==> src/rtl/post_code_scheduler_pkg.sv <==
// Shared types for the POST code scheduler: code width, FSM state encoding
// and the helper that forms a 16-bit code from the port 81h/80h bytes.
package post_code_scheduler_pkg;

    localparam int CODE_W = 16;

    typedef logic [CODE_W-1:0] post_code_t;

    typedef enum logic [1:0] {
        ST_IDLE  = 2'd0,
        ST_LOAD  = 2'd1,
        ST_SEND  = 2'd2,
        ST_DWELL = 2'd3
    } sched_state_t;

    function automatic post_code_t pack_code(input logic [7:0] hi, input logic [7:0] lo);
        return {hi, lo};
    endfunction

endpackage

==> src/rtl/post_code_scheduler_if.sv <==
// Hit strobe from lpc_decode plus the valid/ready link to the display driver.
interface post_code_scheduler_if;

    logic                              code_hit;
    logic [7:0]                        code_80;
    logic [7:0]                        code_81;
    post_code_scheduler_pkg::post_code_t disp_code;
    logic                              disp_valid;
    logic                              disp_ready;

    modport master (
        output code_hit, code_80, code_81, disp_ready,
        input  disp_code, disp_valid
    );

    modport slave (
        input  code_hit, code_80, code_81, disp_ready,
        output disp_code, disp_valid
    );

endinterface

==> src/rtl/post_code_scheduler_fifo.sv <==
// Synchronous DEPTH x 16 FIFO; a push while full is accepted when a pop
// happens in the same cycle.
module post_code_scheduler_fifo
    import post_code_scheduler_pkg::*;
#(
    parameter int DEPTH = 8
) (
    input  logic                     lpc_clk,
    input  logic                     lpc_rst,
    input  logic                     i_push,
    input  post_code_t               i_data,
    input  logic                     i_pop,
    output post_code_t               o_head,
    output logic                     o_full,
    output logic                     o_empty,
    output logic [$clog2(DEPTH):0]   o_level
);

    localparam int AW = $clog2(DEPTH);

    post_code_t      r_mem [DEPTH];
    logic [AW-1:0]   r_wr_ptr;
    logic [AW-1:0]   r_rd_ptr;
    logic [AW:0]     r_level;
    logic            w_push;
    logic            w_pop;

    assign o_empty = (r_level == '0);
    assign o_full  = (r_level == (AW+1)'(DEPTH));
    assign o_level = r_level;
    assign o_head  = r_mem[r_rd_ptr];

    assign w_pop  = i_pop & ~o_empty;
    assign w_push = i_push & (~o_full | w_pop);

    always_ff @(posedge lpc_clk) begin
        if (w_push) begin
            r_mem[r_wr_ptr] <= i_data;
        end
    end

    always_ff @(posedge lpc_clk) begin
        if (lpc_rst) begin
            r_wr_ptr <= '0;
            r_rd_ptr <= '0;
            r_level  <= '0;
        end else begin
            if (w_push) begin
                r_wr_ptr <= r_wr_ptr + 1'b1;
            end
            if (w_pop) begin
                r_rd_ptr <= r_rd_ptr + 1'b1;
            end
            case ({w_push, w_pop})
                2'b10:   r_level <= r_level + 1'b1;
                2'b01:   r_level <= r_level - 1'b1;
                default: r_level <= r_level;
            endcase
        end
    end

endmodule

==> src/rtl/post_code_scheduler.sv <==
// Queues POST codes from lpc_decode and replays them to the display driver,
// holding each one for a minimum dwell so fast boot sequences stay readable.
//
//   state | meaning
//   IDLE  | waiting for a queued code; pops the head into the hold register
//   LOAD  | presents the held code on disp_code with disp_valid
//   SEND  | waits for disp_ready, then starts the dwell timer
//   DWELL | counts the timer down to zero while the display shows the code
module post_code_scheduler
    import post_code_scheduler_pkg::*;
#(
    parameter int DEPTH        = 8,
    parameter int DWELL_CYCLES = 33000,
    parameter bit DEDUP        = 1'b1
) (
    input  logic                     lpc_clk,
    input  logic                     lpc_rst,
    post_code_scheduler_if.slave     post_bus,
    output logic [$clog2(DEPTH):0]   fifo_level,
    output logic                     overflow,
    input  logic                     ovf_clr,
    output logic [7:0]               drop_count
);

    localparam int TW = (DWELL_CYCLES > 0) ? $clog2(DWELL_CYCLES + 1) : 1;
    localparam logic [TW-1:0] DWELL_LOAD = (DWELL_CYCLES > 0) ? TW'(DWELL_CYCLES - 1) : '0;

    sched_state_t  r_state, w_state_nxt;
    post_code_t    r_hold, w_hold_nxt;
    post_code_t    r_disp_code, w_disp_code_nxt;
    logic          r_disp_valid, w_disp_valid_nxt;
    logic [TW-1:0] r_timer, w_timer_nxt;

    post_code_t    r_last_code;
    logic          r_last_valid;
    logic          r_overflow;
    logic [7:0]    r_drop_count;

    post_code_t    w_code;
    post_code_t    w_head;
    logic          w_full;
    logic          w_empty;
    logic          w_dup;
    logic          w_qual;
    logic          w_pop;
    logic          w_push;
    logic          w_drop;

    assign w_code = pack_code(post_bus.code_81, post_bus.code_80);
    assign w_dup  = DEDUP & r_last_valid & (w_code == r_last_code);
    assign w_qual = post_bus.code_hit & ~w_dup;
    assign w_push = w_qual & (~w_full | w_pop);
    assign w_drop = w_qual & w_full & ~w_pop;

    post_code_scheduler_fifo #(
        .DEPTH (DEPTH)
    ) u_fifo (
        .lpc_clk (lpc_clk),
        .lpc_rst (lpc_rst),
        .i_push  (w_push),
        .i_data  (w_code),
        .i_pop   (w_pop),
        .o_head  (w_head),
        .o_full  (w_full),
        .o_empty (w_empty),
        .o_level (fifo_level)
    );

    always_comb begin
        w_state_nxt      = r_state;
        w_hold_nxt       = r_hold;
        w_disp_code_nxt  = r_disp_code;
        w_disp_valid_nxt = r_disp_valid;
        w_timer_nxt      = r_timer;
        w_pop            = 1'b0;
        unique case (r_state)
            ST_IDLE: begin
                if (!w_empty) begin
                    w_pop       = 1'b1;
                    w_hold_nxt  = w_head;
                    w_state_nxt = ST_LOAD;
                end
            end
            ST_LOAD: begin
                w_disp_code_nxt  = r_hold;
                w_disp_valid_nxt = 1'b1;
                w_state_nxt      = ST_SEND;
            end
            ST_SEND: begin
                if (r_disp_valid && post_bus.disp_ready) begin
                    w_disp_valid_nxt = 1'b0;
                    if (DWELL_CYCLES == 0) begin
                        w_state_nxt = ST_IDLE;
                    end else begin
                        w_timer_nxt = DWELL_LOAD;
                        w_state_nxt = ST_DWELL;
                    end
                end
            end
            ST_DWELL: begin
                if (r_timer == '0) begin
                    w_state_nxt = ST_IDLE;
                end else begin
                    w_timer_nxt = r_timer - 1'b1;
                end
            end
            default: w_state_nxt = ST_IDLE;
        endcase
    end

    always_ff @(posedge lpc_clk) begin
        if (lpc_rst) begin
            r_state      <= ST_IDLE;
            r_hold       <= '0;
            r_disp_code  <= '0;
            r_disp_valid <= 1'b0;
            r_timer      <= '0;
        end else begin
            r_state      <= w_state_nxt;
            r_hold       <= w_hold_nxt;
            r_disp_code  <= w_disp_code_nxt;
            r_disp_valid <= w_disp_valid_nxt;
            r_timer      <= w_timer_nxt;
        end
    end

    // A drop in the same cycle as ovf_clr keeps the flag set.
    always_ff @(posedge lpc_clk) begin
        if (lpc_rst) begin
            r_last_code  <= '0;
            r_last_valid <= 1'b0;
            r_overflow   <= 1'b0;
            r_drop_count <= '0;
        end else begin
            if (w_push) begin
                r_last_code  <= w_code;
                r_last_valid <= 1'b1;
            end
            if (w_drop) begin
                r_overflow <= 1'b1;
            end else if (ovf_clr) begin
                r_overflow <= 1'b0;
            end
            if (w_drop && (r_drop_count != 8'hFF)) begin
                r_drop_count <= r_drop_count + 8'd1;
            end
        end
    end

    assign post_bus.disp_code  = r_disp_code;
    assign post_bus.disp_valid = r_disp_valid;
    assign overflow            = r_overflow;
    assign drop_count          = r_drop_count;

endmodule

==> src/flat_wrapper.sv <==
// flat-port wrapper written by rule: the top's interface ports become plain ports
module post_code_scheduler_flat import post_code_scheduler_pkg::*;
#(
    parameter int DEPTH        = 8,
    parameter int DWELL_CYCLES = 33000,
    parameter bit DEDUP        = 1'b1
)
  (lpc_clk, lpc_rst, fifo_level, overflow, ovf_clr, drop_count, post_bus_code_hit, post_bus_code_80, post_bus_code_81, post_bus_disp_ready, post_bus_disp_code, post_bus_disp_valid);
  post_code_scheduler_if post_bus_i ();
  input  logic lpc_clk;
  input  logic lpc_rst;
  output logic [$clog2(DEPTH):0] fifo_level;
  output logic overflow;
  input  logic ovf_clr;
  output logic [7:0] drop_count;
  input wire logic [$bits(post_bus_i.code_hit)-1:0] post_bus_code_hit;
  input wire logic [$bits(post_bus_i.code_80)-1:0] post_bus_code_80;
  input wire logic [$bits(post_bus_i.code_81)-1:0] post_bus_code_81;
  input wire logic [$bits(post_bus_i.disp_ready)-1:0] post_bus_disp_ready;
  output wire logic [$bits(post_bus_i.disp_code)-1:0] post_bus_disp_code;
  output wire logic [$bits(post_bus_i.disp_valid)-1:0] post_bus_disp_valid;
  assign post_bus_i.code_hit = post_bus_code_hit;
  assign post_bus_i.code_80 = post_bus_code_80;
  assign post_bus_i.code_81 = post_bus_code_81;
  assign post_bus_i.disp_ready = post_bus_disp_ready;
  assign post_bus_disp_code = post_bus_i.disp_code;
  assign post_bus_disp_valid = post_bus_i.disp_valid;
  post_code_scheduler #(.DEPTH(DEPTH), .DWELL_CYCLES(DWELL_CYCLES), .DEDUP(DEDUP)) u_core (.lpc_clk(lpc_clk), .lpc_rst(lpc_rst), .post_bus(post_bus_i), .fifo_level(fifo_level), .overflow(overflow), .ovf_clr(ovf_clr), .drop_count(drop_count));
endmodule
==> config.mk <==
export PLATFORM = sky130hd
export DESIGN_NAME = post_code_scheduler_flat
export DESIGN_NICKNAME = d
export VERILOG_FILES = /design/src/rtl/post_code_scheduler_pkg.sv /design/src/rtl/post_code_scheduler_if.sv /design/src/rtl/post_code_scheduler_fifo.sv /design/src/rtl/post_code_scheduler.sv /design/src/flat_wrapper.sv
export SDC_FILE = /design/constraint.sdc
export NUM_CORES = 1
export LEC_CHECK = 0
export BUFFER_PORTS_ARGS = -buffer_cell sky130_fd_sc_hd__buf_2
export CORE_ASPECT_RATIO = 1.5
export CORE_UTILIZATION = 55
export DETAILED_ROUTE_END_ITERATION = 7
export PLACE_DENSITY = 0.73
export SETUP_SLACK_MARGIN = 0.05
export SKIP_CTS_REPAIR_TIMING = 1
export SYNTH_ARGS = -nofsm -noshare
export SYNTH_HDL_FRONTEND = slang
export SYNTH_HIERARCHICAL = 1
export SYNTH_SLANG_ARGS = --single-unit
export TNS_END_PERCENT = 5
==> constraint.sdc <==
create_clock -name lpc_clk -period 8.7 [get_ports lpc_clk]
set_input_delay 0.87 -clock lpc_clk [delete_from_list [all_inputs] [get_ports lpc_clk]]
set_output_delay 0.87 -clock lpc_clk [all_outputs]
set_load 0.1 [all_outputs]
# Word-level counts from Yosys, hierarchy flattened
# Memory sizes are Yosys's and may differ from the RTL's. A register that Yosys moved wholly into a read port is not among the register bits.
# Cells that the tools add are included.
[totals] in_bits=21 ram_bits=128 out_inout_bits=30 register_bits=71 wordCells=72 mem_count=1
[mem_list] name="u_core.u_fifo.r_mem" depth=8 word_bits=16 read_ports=1 rd_clocked_by_memory_dff=1 write_ports=1 line_no="post_code_scheduler_fifo.sv:21" source="post_code_t r_mem [DEPTH];"
[classes] n_mux=16 n_bitwise=13 reduce_logical=13 n_addsub=6 n_eq_ne=12
[ops] cell="$mux W16" n=2
[ops] cell="$pmux W16 S2" n=1
[ops] cell="$eq A16 B16 Y1" n=1
[ops] cell="$logic_not A16 Y1" n=1
[ops] cell="$sub A16 B1 Y16 const B" n=1
[ops] cell="$add A8 B1 Y8 const B" n=1
[ops] cell="$ne A8 B8 Y1 const B" n=1
[ops] cell="$pmux W2 S4" n=1
[ops] cell="$pmux W4 S2" n=1
[ops] cell="$reduce_bool A2 Y1" n=4
[ops] cell="$and A1 B1 Y1" n=7
[ops] cell="$mux W1" n=7
[ops] cell="$add A3 B1 Y3 const B" n=2
[ops] cell="$eq A2 B2 Y1 const B" n=3
[ops] cell="$mux W2" n=3
[ops] cell="$reduce_and A3 Y1" n=2
[ops] cell="$add A4 B1 Y4 const B" n=1
[ops] cell="$eq A2 B1 Y1 const B" n=2
[ops] cell="$eq A4 B4 Y1 const B" n=1
[ops] cell="$logic_not A4 Y1" n=1
[ops] cell="$ne A2 B1 Y1 const B" n=2
[ops] cell="$ne A2 B2 Y1 const B" n=2
[ops] cell="$not A1 Y1" n=4
[ops] cell="$reduce_and A2 Y1" n=2
[ops] cell="5 further kinds" n=7

# Logic depth before layout (Yosys ltp)
# Gate-level depths: netlist of run 1.
[depth] word_depth=8 ltp_mapped=19 mapped_depth_nobuf=14

# Hierarchy
# Netlist of run 1, hierarchy kept.
[modules_own_cells] module="post_code_scheduler_fifo" cells_each=268 seq_area_each_um2=4103.9 n_inst=1 area_each_um2=5685.5
[modules_own_cells] module="post_code_scheduler" cells_each=378 seq_area_each_um2=1541.5 n_inst=1 area_each_um2=3408.3

# Least setup slack after synthesis of run 1
# Ideal clock, no wire load.
[synth_timing] path_kind="flip-flop to flip-flop" from="reg u_core.u_fifo.r_level[1], in the netlist u_core/u_fifo/o_level[1]" to="mem u_core/u_fifo/r_mem[0][0] (netlist bit), enable pin" path_buffers=5 setup_time_ps=430 t_arrival_ps=4322 stages_incl_launch_ff=15 slack_ps=3948 synth_period_minus_slack_ps=4752 t_required_ps=8270 path_cell_list="dfxtp_1 > or3_1 > buf_6 > nor2_1 > nand2b_1 > clkbuf_1 > nand2_1 > and2_1 > o31ai_1 > buf_4 > buf_4 > inv_1 > buf_2 > o21ai_4 > nor4_1"
[synth_between] elab_chain_cells=8 elab_cells_between_ends=13 classes_between="eq/ne: 1; mux: 4; bitwise: 7; reduce/logical: 1"
[synth_rtl] element="start: declaration" line_no="post_code_scheduler_fifo.sv:24" source="logic [AW:0] r_level;"
[synth_rtl] element="start signal: assignment" line_no="post_code_scheduler_fifo.sv:55" source="2'b10: r_level <= r_level + 1'b1;"
[synth_rtl] element="start signal: assignment" line_no="post_code_scheduler_fifo.sv:56" source="2'b01: r_level <= r_level - 1'b1;"
[synth_rtl] element="start signal: assignment" line_no="post_code_scheduler_fifo.sv:57" source="default: r_level <= r_level;"
[synth_rtl] element="$logic_not A4 Y1" line_no="post_code_scheduler_fifo.sv:28" source="assign o_empty = (r_level == '0);"
[synth_rtl] element="net u_core.w_empty" line_no="post_code_scheduler.sv:42" source="logic w_empty;"
[synth_rtl] element="$mux W1" line_no="post_code_scheduler.sv:78" source="if (!w_empty) begin"
[synth_rtl] element="$mux W1" line_no="post_code_scheduler.sv:76" source="unique case (r_state)"
[synth_rtl] element="$or A1 B1 Y1" line_no="post_code_scheduler.sv:52" source="assign w_push = w_qual & (~w_full | w_pop);"
[synth_rtl] element="$and A1 B1 Y1" line_no="post_code_scheduler.sv:52"
[synth_rtl] element="net u_core.w_push" line_no="post_code_scheduler.sv:46" source="logic w_push;"
[synth_rtl] element="$and A1 B1 Y1" line_no="post_code_scheduler_fifo.sv:34" source="assign w_push = i_push & (~o_full | w_pop);"
[synth_rtl] element="$mux W1" line_no="post_code_scheduler_fifo.sv:37" source="if (w_push) begin"
[synth_rtl] element="$mux W1 (implied by the code)" line_no="post_code_scheduler_fifo.sv:38" source="r_mem[r_wr_ptr] <= i_data;"
[synth_rtl] element="end: declaration" line_no="post_code_scheduler_fifo.sv:21"
# The timed path passes the listed nets, and every way through them passes these cells.

# Final worst setup path of run 1
[layout_timing] from="reg u_core.u_fifo.r_level[1], in the netlist u_core/u_fifo/o_level[1]" to="reg u_core.u_fifo.r_level[3], in the netlist u_core/u_fifo/o_level[3]"
[layout_between] elab_chain_cells=8 elab_cells_between_ends=17 classes_between="add/sub: 2; eq/ne: 3; mux: 3; bitwise: 7; reduce/logical: 2"
[layout_rtl] element="$logic_not A4 Y1 (*)" line_no="post_code_scheduler_fifo.sv:28"
[layout_rtl] element="net u_core.w_empty" line_no="post_code_scheduler.sv:42"
[layout_rtl] element="$mux W1" line_no="post_code_scheduler.sv:78"
[layout_rtl] element="$mux W1" line_no="post_code_scheduler.sv:76"
[layout_rtl] element="$or A1 B1 Y1 or $and A1 B1 Y1 (tied branches)" line_no="post_code_scheduler.sv:52, post_code_scheduler_fifo.sv:33"
[layout_rtl] element="$and A1 B1 Y1 or $or A1 B1 Y1 (tied branches)" line_no="post_code_scheduler.sv:52, post_code_scheduler_fifo.sv:34"
[layout_rtl] element="$and A1 B1 Y1" line_no="post_code_scheduler_fifo.sv:34"
[layout_rtl] element="$eq A2 B1 Y1 or $eq A2 B2 Y1 (tied branches)" line_no="post_code_scheduler_fifo.sv:54" source="case ({w_push, w_pop})"
[layout_rtl] element="$pmux W4 S2 or $reduce_bool A2 Y1 (tied branches)"
# Mark *: on every way through the listed nets, which the timed path passes. The rest lies on a longest branch.
# A chain may end at the register's enable or synchronous reset.

==> results of run 1 <==
-- critical path: stages, from the launching register on --
cell and delay (ps):
dfxtp_1 380, or3_1 530, nor2_1 240, nand2b_1 630, clkinv_1 860, o21ai_2 330, or2_2 170, inv_1 60
ha_1 320, a21oi_1 290, nor4bb_1 250, o21bai_1 110, a31oi_1 150
-- through the flow --
step | area [um^2] | std cells
5_1_grt | 10360 | 922
3_5_place_dp | 9543 | 882
3_3_place_gp | 9543 | 882
4_1_cts | 10360 | 922
2_1_floorplan | 9094 | 646
6_report | 10360 | 922
-- report_power, final --
part | internal, mW | total, mW | switching [mW] | leakage, nW
Clock | 0.668 | 1.04 | 0.374 | 0.400
Combinational | 0.322 | 0.853 | 0.531 | 1.50
Sequential | 1.22 | 1.34 | 0.113 | 1.90
Total | 2.21 | 3.23 | 1.02 | 3.79
-- worst paths after layout --
check	depth (start not counted)	slack, ps	endpoint	from
worst min-delay path	2	460	u_core/r_hold[2]	u_core/r_hold[2]
worst max-delay path	12	4280	u_core/u_fifo/o_level[3]	u_core/u_fifo/o_level[1]
worst max register to register	12	4280	u_core/u_fifo/o_level[3]	u_core/u_fifo/o_level[1]
worst min register to register	2	460	u_core/r_hold[2]	u_core/r_hold[2]
-- logic make-up (layout without fill, tap and decap cells) --
kind of cell | Yosys count | after routing | synth area share (%)
DFF | 218 | 218 | 62.08
and+or+nand+nor | 193 | 193 | 10.66
muxes | 86 | 86 | 15.23
AOI/OAI and AO/OA | 56 | 56 | 3.990
buffers and inverters | 43 | 113 | 2.600
xor gates and xnor gates | 37 | 37 | 3.564
adders and majority gates | 13 | 13 | 1.871
-- layer usage --
metal,up-vias,routed length [um]
met4,0,536
met3,43,691
met5,-,0
met2,142,9779
li1,2515,-
met1,2684,7062
-- cells in the final DEF (no fill, tap or decap), types with 4 or more instances in the layout --
cell and instances:
nor3_1 6, or3_1 6, or4_1 4, mux4_2 5, edfxtp_1 128, xor2_1 29
clkbuf_16 23, nand2b_1 8, xnor2_1 8, mux2i_1 36, buf_2 50, clkinv_2 5
nor4_1 8, mux4_1 27, inv_1 12, nand2_1 46, dfxtp_1 89, a21oi_1 32
buf_4 10, mux2_2 18, ha_1 12, nor2_1 71, nand3_1 8, bufinv_16 6
nor2b_1 4
-- final cells by class --
cell class | instances | area (um^2)
fillers | 1161 | 5832
flip-flops and latches | 218 | 5647
multi-input cells | 385 | 3264
clock buffers | 27 | 600.6
repair buffers | 60 | 325.3
well taps | 206 | 257.7
clock inverters | 13 | 214.0
inverters | 13 | 48.80
-- sequential cells by signal, indices dropped and copies added (netlist names), named ones only --
name,flops
u_core/overflow,1
u_core/u_fifo/o_level,4
u_core/r_hold,16
u_core/post_bus.disp_code,16
u_core/post_bus.disp_valid,1
u_core/r_last_valid,1
u_core/r_last_code,16
u_core/u_fifo/r_mem,128
u_core/u_fifo/r_rd_ptr,3
u_core/drop_count,8
u_core/r_timer,16
u_core/r_state,2
u_core/u_fifo/r_wr_ptr,3
==> summary.txt, run 1 <==
Critical path
  – Crit path launch type: register
  – Worst EP arrival: roughly 4800 ps
  – Setup crit end kind: register
  – Largest fanout on the critical path: 24
  – Critical path type: reg -> reg
  – Critical path data required time: about 9000 ps

STA
  – Fin crit share: about half
  – Setup WS post-layout: between 4000 and 5000 ps
  – Setup_tns: 0 ps
  – WHS: 456.3 ps
  – Tightest Pin Transition: between 1000 and 1500 ps
  – RSZ-0062 raised after global routing: false
  – Min Clock Period, post-route: approximately 4400 ps
  – Final setup viols: 0
  – Fin. max-slew vios: 0
  – Headroom to the max-slew limit: 26.51%
  – Clk_skew: ~12 ps
  – Final Hold Vio Count: 0
  – Max Freq: between 200 and 250 MHz

Die
  – Core Footprint: roughly 0.016 mm^2
  – Die area: roughly 0.017 mm^2
  – Io pins: 51
  – Row count: 57
  – Die H: 159.5 um
  – Die width: 107.0 um
  – Initial Util: between 50% and 60%

Global route
  – Vias in the first global route: between 5k and 6k
  – Grt met1 use: about a quarter
  – Grt total ovfl: 0
  – Initial antenna violation count: 0
  – GRT Max-Usage Layer: met2
  – Largest net degree at the start of global routing: 83
  – Met3 Track Usage GR: 2.906%
  – Overall Global Routing Usage: a little over a fifth
  – GR Util met2: between 40% and 50%
  – Global-route wire length before repair: roughly 29 mm

Clock network
  – Reg clk slew, reported paths: 60 ps
  – Total CTS buffers: 22
  – Total clock sinks: 218
  – Max Root-Sink Buffers: 3
  – Root Driver: clkbuf_16
  – H-tree Lvls: 1
  – CTS tree: done
  – Worst-skew pair later-pin latency: around 500 ps

Synth
  – Count of cell types in the netlist: 59
  – Synth area leaders: edfxtp_1, dfxtp_1, mux4_1
  – Sequential fraction of the synthesis area: 62.08%
  – Yosys Warn Count: 6
  – Cell count after synthesis: around 650
  – Syn nets: 680
  – Most frequent cell after synthesis: edfxtp_1
  – Dominant synthesized flop cell: edfxtp_1
  – Synthesized area: slightly above 0.009 mm^2
  – Synth top area share: a little over two fifths
  – Seq cells post-synth: 218
  – Post-synth EDFFs: approximately 130
  – Post-synth ARST share: 0%
  – Area leader, netlist: edfxtp_1
  – Synth top cells by count: edfxtp_1, dfxtp_1, nor2_1
  – Syn Area/Cell: roughly 14 um^2

Route
  – Drt total wl: 18.07 mm
  – Drt wl/cell: 19.60 um
  – Iteration count of the initial detailed-routing pass: 4
  – Initial DRC Count: 390
  – DRT antenna net count: 0
  – Via count: about 5.4k
  – DR DRC count: 0
  – Vias per std cell: 5.839

Pwr
  – Worst VDD drop: roughly 0.25 mV
  – Pwr Total: ~3.2 mW
  – Leak Pwr: 3.793 nW
  – PwrDens: 312.0 mW/mm^2

Min path
  – Hold crit path type: reg -> reg

Run status
  – Outcome: completed

Flow run
  – Maxcap violations: 0

Layout
  – Share of cells above drive strength 1: roughly a fifth
  – Diode count: 0
  – Utilization after layout: about 64%
  – Layout area overhead: 13.90%
  – Net count, final: 734

Placed design
  – I/O Buffers: 50
  – Placer Congestion: 0.8286
  – DP Wirelength: approximately 11 mm
  – Place WS: 4290 ps
(Power assumes the default switching activity.)
==> inputs of run 2 (changes only) <==
--- a/config.mk
+++ b/config.mk
@@ -5,6 +5,7 @@
 export SDC_FILE = /design/constraint.sdc
 export NUM_CORES = 1
 export LEC_CHECK = 0
+export ABC_AREA = 1
 export BUFFER_PORTS_ARGS = -buffer_cell sky130_fd_sc_hd__buf_2
 export CORE_ASPECT_RATIO = 1.5
 export CORE_UTILIZATION = 55
==> constraint.sdc (replaced) <==
create_clock -name lpc_clk -period 4.5 [get_ports lpc_clk]
set_input_delay 0.45 -clock lpc_clk [delete_from_list [all_inputs] [get_ports lpc_clk]]
set_output_delay 0.45 -clock lpc_clk [all_outputs]
set_load 0.1 [all_outputs]
==> summary.txt, run 2 <==
Placed design
  – Placer Congestion: 0.8443 (+1.9%)
  – Place WS: 1380 ps (-2910 ps)
  – DP Wirelength: 12.96 mm (+15%)
  – I/O Buffers: 50 (unchanged)

Clock network
  – Worst-skew pair later-pin latency: 480 ps (-20 ps)
  – Root Driver: clkbuf_16
  – Total CTS buffers: 19 (-14%)
  – Total clock sinks: 218 (unchanged)
  – Max Root-Sink Buffers: 3 (unchanged)
  – Reg clk slew, reported paths: 60 ps (about the same)
  – CTS tree: done
  – H-tree Lvls: 1 (unchanged)

Die
  – Die area: 0.01754 mm^2 (+2.8%)
  – Row count: 58 (+1.8%)
  – Initial Util: 56.03% (-0.14 points)
  – Io pins: 51 (unchanged)
  – Die H: 161.7 um (+1.4%)
  – Core Footprint: 0.01669 mm^2 (+3.1%)
  – Die width: 108.5 um (+1.4%)

STA
  – Max Freq: 316.1 MHz (+40%)
  – Clk_skew: 7.182 ps (-4.939 ps)
  – Tightest Pin Transition: 1075 ps (-23.70 ps)
  – Final setup viols: 0 (unchanged)
  – RSZ-0062 raised after global routing: false
  – Min Clock Period, post-route: 3164 ps (-1252 ps)
  – Final Hold Vio Count: 0 (unchanged)
  – Headroom to the max-slew limit: 28.33% (+1.8 points)
  – Fin. max-slew vios: 0 (unchanged)
  – Setup WS post-layout: 1336 ps (-2948 ps)
  – Fin crit share: 70.31% (+20 points)
  – Setup_tns: 0 ps (unchanged)

Global route
  – Overall Global Routing Usage: 23.01% (+1.1 points)
  – Global-route wire length before repair: 31.48 mm (+10%)
  – Vias in the first global route: 6380 (+17%)
  – Initial antenna violation count: 0 (unchanged)
  – Grt total ovfl: 0 (unchanged)
  – Largest net degree at the start of global routing: 65 (-22%)

Critical path
  – Max incr delay on CP: 580 ps (-280 ps)
  – FF-to-FF End: u_core/u_fifo/r_mem[4][2]
  – FF-to-FF path depth: 14 (+2)
  – WP depth: 14 (+2)
  – Largest fanout on the critical path: 17 (-29%)
  – Reg2Reg Setup Slack: 1340 ps (-2950 ps)
  – Most used cell along the critical path: inv_1
  – Critical-path top delay cell: nor2_1
  – Buf/Inv on CP: 7 (+5)
  – CP Cell Sequence: inv_1 > ha_1 > inv_1 > nor2_4 > inv_2 > nand2_2 > inv_2 > nor2_4 > buf_4 > nand2_1 > inv_1 > nand2_1 > nor2_1 > buf_4
  – CP Launch Point: u_core/r_state[0]
  – Critical path type: reg -> reg
  – Delay-heaviest family, CP: simple AND/OR/NAND/NOR gates
  – Setup crit end: u_core/u_fifo/r_mem[4][2]
  – Crit Reg-Reg Startpoint: u_core/r_state[0]
  – Crit path launch type: register
  – Critical path data required time: 4680 ps (-4430 ps)
  – Setup crit end kind: register
  – Worst EP arrival: 3340 ps (-1480 ps)

Synth
  – Syn nets: 975 (+43%)
  – Yosys Warn Count: 6 (unchanged)
  – Seq cells post-synth: 218 (unchanged)
  – Most frequent cell after synthesis: nor2_1
  – Post-synth EDFFs: 128 (unchanged)
  – Synth top area share: 41.10% (-1.2 points)
  – Area leader, netlist: edfxtp_1
  – Synth top cells by count: nor2_1, nand2_1, edfxtp_1
  – Syn Area/Cell: 9.938 um^2 (-29%)
  – Dominant synthesized flop cell: edfxtp_1
  – Post-synth ARST share: 0% (unchanged)
  – Count of cell types in the netlist: 40 (-32%)
  – Cell count after synthesis: 941 (+46%)
  – Synthesized area: 0.009351 mm^2 (+2.8%)
  – Synth area leaders: edfxtp_1, dfxtp_1, nor2_1
  – Sequential fraction of the synthesis area: 60.37% (-1.7 points)

Route
  – Drt total wl: 19.53 mm (+8.1%)
  – Initial DRC Count: 414 (+6.2%)
  – Drt wl/cell: 16.15 um (-18%)
  – DR DRC count: 0 (unchanged)
  – Iteration count of the initial detailed-routing pass: 5 (+1)
  – DRT antenna net count: 0 (unchanged)
  – Vias per std cell: 5.498 (-5.8%)
  – Via count: 6647 (+23%)

Layout
  – Flip-flop count of the largest register after layout: 128 (unchanged)
  – Net count, final: 1021 (+39%)
  – Diode count: 0 (unchanged)
  – Share of cells above drive strength 1: 12.91% (-6.2 points)
  – Most frequent cells in the layout: nor2_1, nand2_1, edfxtp_1
  – Utilization after layout: 61.88% (-2.1 points)
  – Most common cell after layout, fill and taps aside: nor2_1
  – Largest Register: u_core/u_fifo/r_mem
  – Layout area overhead: 10.45%

Pwr
  – Leak Pwr: 4.087 nW (+7.7%)
  – PwrDens: 656.9 mW/mm^2 (+110%)
  – Worst VDD drop: 0.6410 mV (+160%)

Flow run
  – Maxcap violations: 0 (unchanged)

Min path
  – Hold crit path type: in -> reg

Run status
  – Outcome: completed
## run 2: changes by cell type after synthesis, sizes merged, moves of 6 or more
cell	previous run	this run
nor4	12	0
mux4	32	0
mux2	18	0
o21ai	5	92
o22ai	0	32
nand2b	8	0
nand4	3	9
or3	6	0
nand3	8	25
nand2	46	157
inv	12	58
xor2	29	12
nor2	71	195
## run 2: kinds of logic after synthesis
kind of cell | count (synthesis) | share of synthesized area, %
xor gates and xnor gates | 21 | 1.967
buffers and inverters | 96 | 4.950
adders and majority gates | 13 | 1.820
DFF | 218 | 60.37
and+or+nand+nor | 397 | 17.90
AOI/OAI and AO/OA | 164 | 9.567
muxes | 32 | 3.425
## run 2: how the worst min path moves through the flow
stage,start,to,slack (ps),cells past startpoint
3_3_place_gp,u_core/r_timer[15],u_core/r_timer[15],450,2
4_1_cts,ovf_clr,u_core/overflow,200,4
3_5_place_dp,u_core/r_timer[15],u_core/r_timer[15],460,2
2_1_floorplan,u_core/u_fifo/r_rd_ptr[2],register,430,2
6_report,ovf_clr,u_core/overflow,210,4
5_1_grt,ovf_clr,u_core/overflow,210,4
## run 2: layout make-up
class	instances	area, um^2
Clock inverter	13	133.9
Timing Repair Buffer	62	340.3
Fill cell	1372	6362
Tap cell	210	262.8
Clock buffer	20	479.2
Sequential cell	218	5648
Multi-Input combinational cell	627	3243
Inverter	59	221.5
## run 2: worst register-to-register path: cells and delay by family, from the launching register on
| family | cells | cell delay [ps] |
|---|---|---|
| and+or+nand+nor | 6 | 1250 |
| DFF | 1 | 330 |
| buffers and inverters | 7 | 1100 |
| adders and majority gates | 1 | 180 |
## run 2: per-stage QoR
step | area (um^2) | std cells | hold slack (ps) | power (mW)
5_1_grt | 10330 | 1209 | 213.5 | 7.185
2_1_floorplan | 9351 | 941 | 433.1 | 4.686
6_report | 10330 | 1209 | 210.8 | 6.785
4_1_cts | 10330 | 1209 | 203.4 | 6.820
3_5_place_dp | 9716 | 1176 | 456.7 | 5.189
3_3_place_gp | 9716 | 1176 | 451.1 | 5.156
## run 2: power breakdown
group / leakage (nW) / total [mW] / switching (mW) / internal, mW
combinational: 1.89 / 2.48 / 1.77 / 0.709
clock: 0.297 / 1.62 / 0.678 / 0.942
sequential: 1.90 / 2.69 / 0.269 / 2.42
total: 4.09 / 6.79 / 2.72 / 4.07
## run 2: metal layers
layer  vias to the layer above  part of all wire, %  GRT usage (%)
met4                         0                  2.1          7.187
met5                         -                    0              0
met3                        33                  4.6          2.448
met1                      3180                   41          28.48
li1                       3266                    -              -
met2                       168                   53          41.54
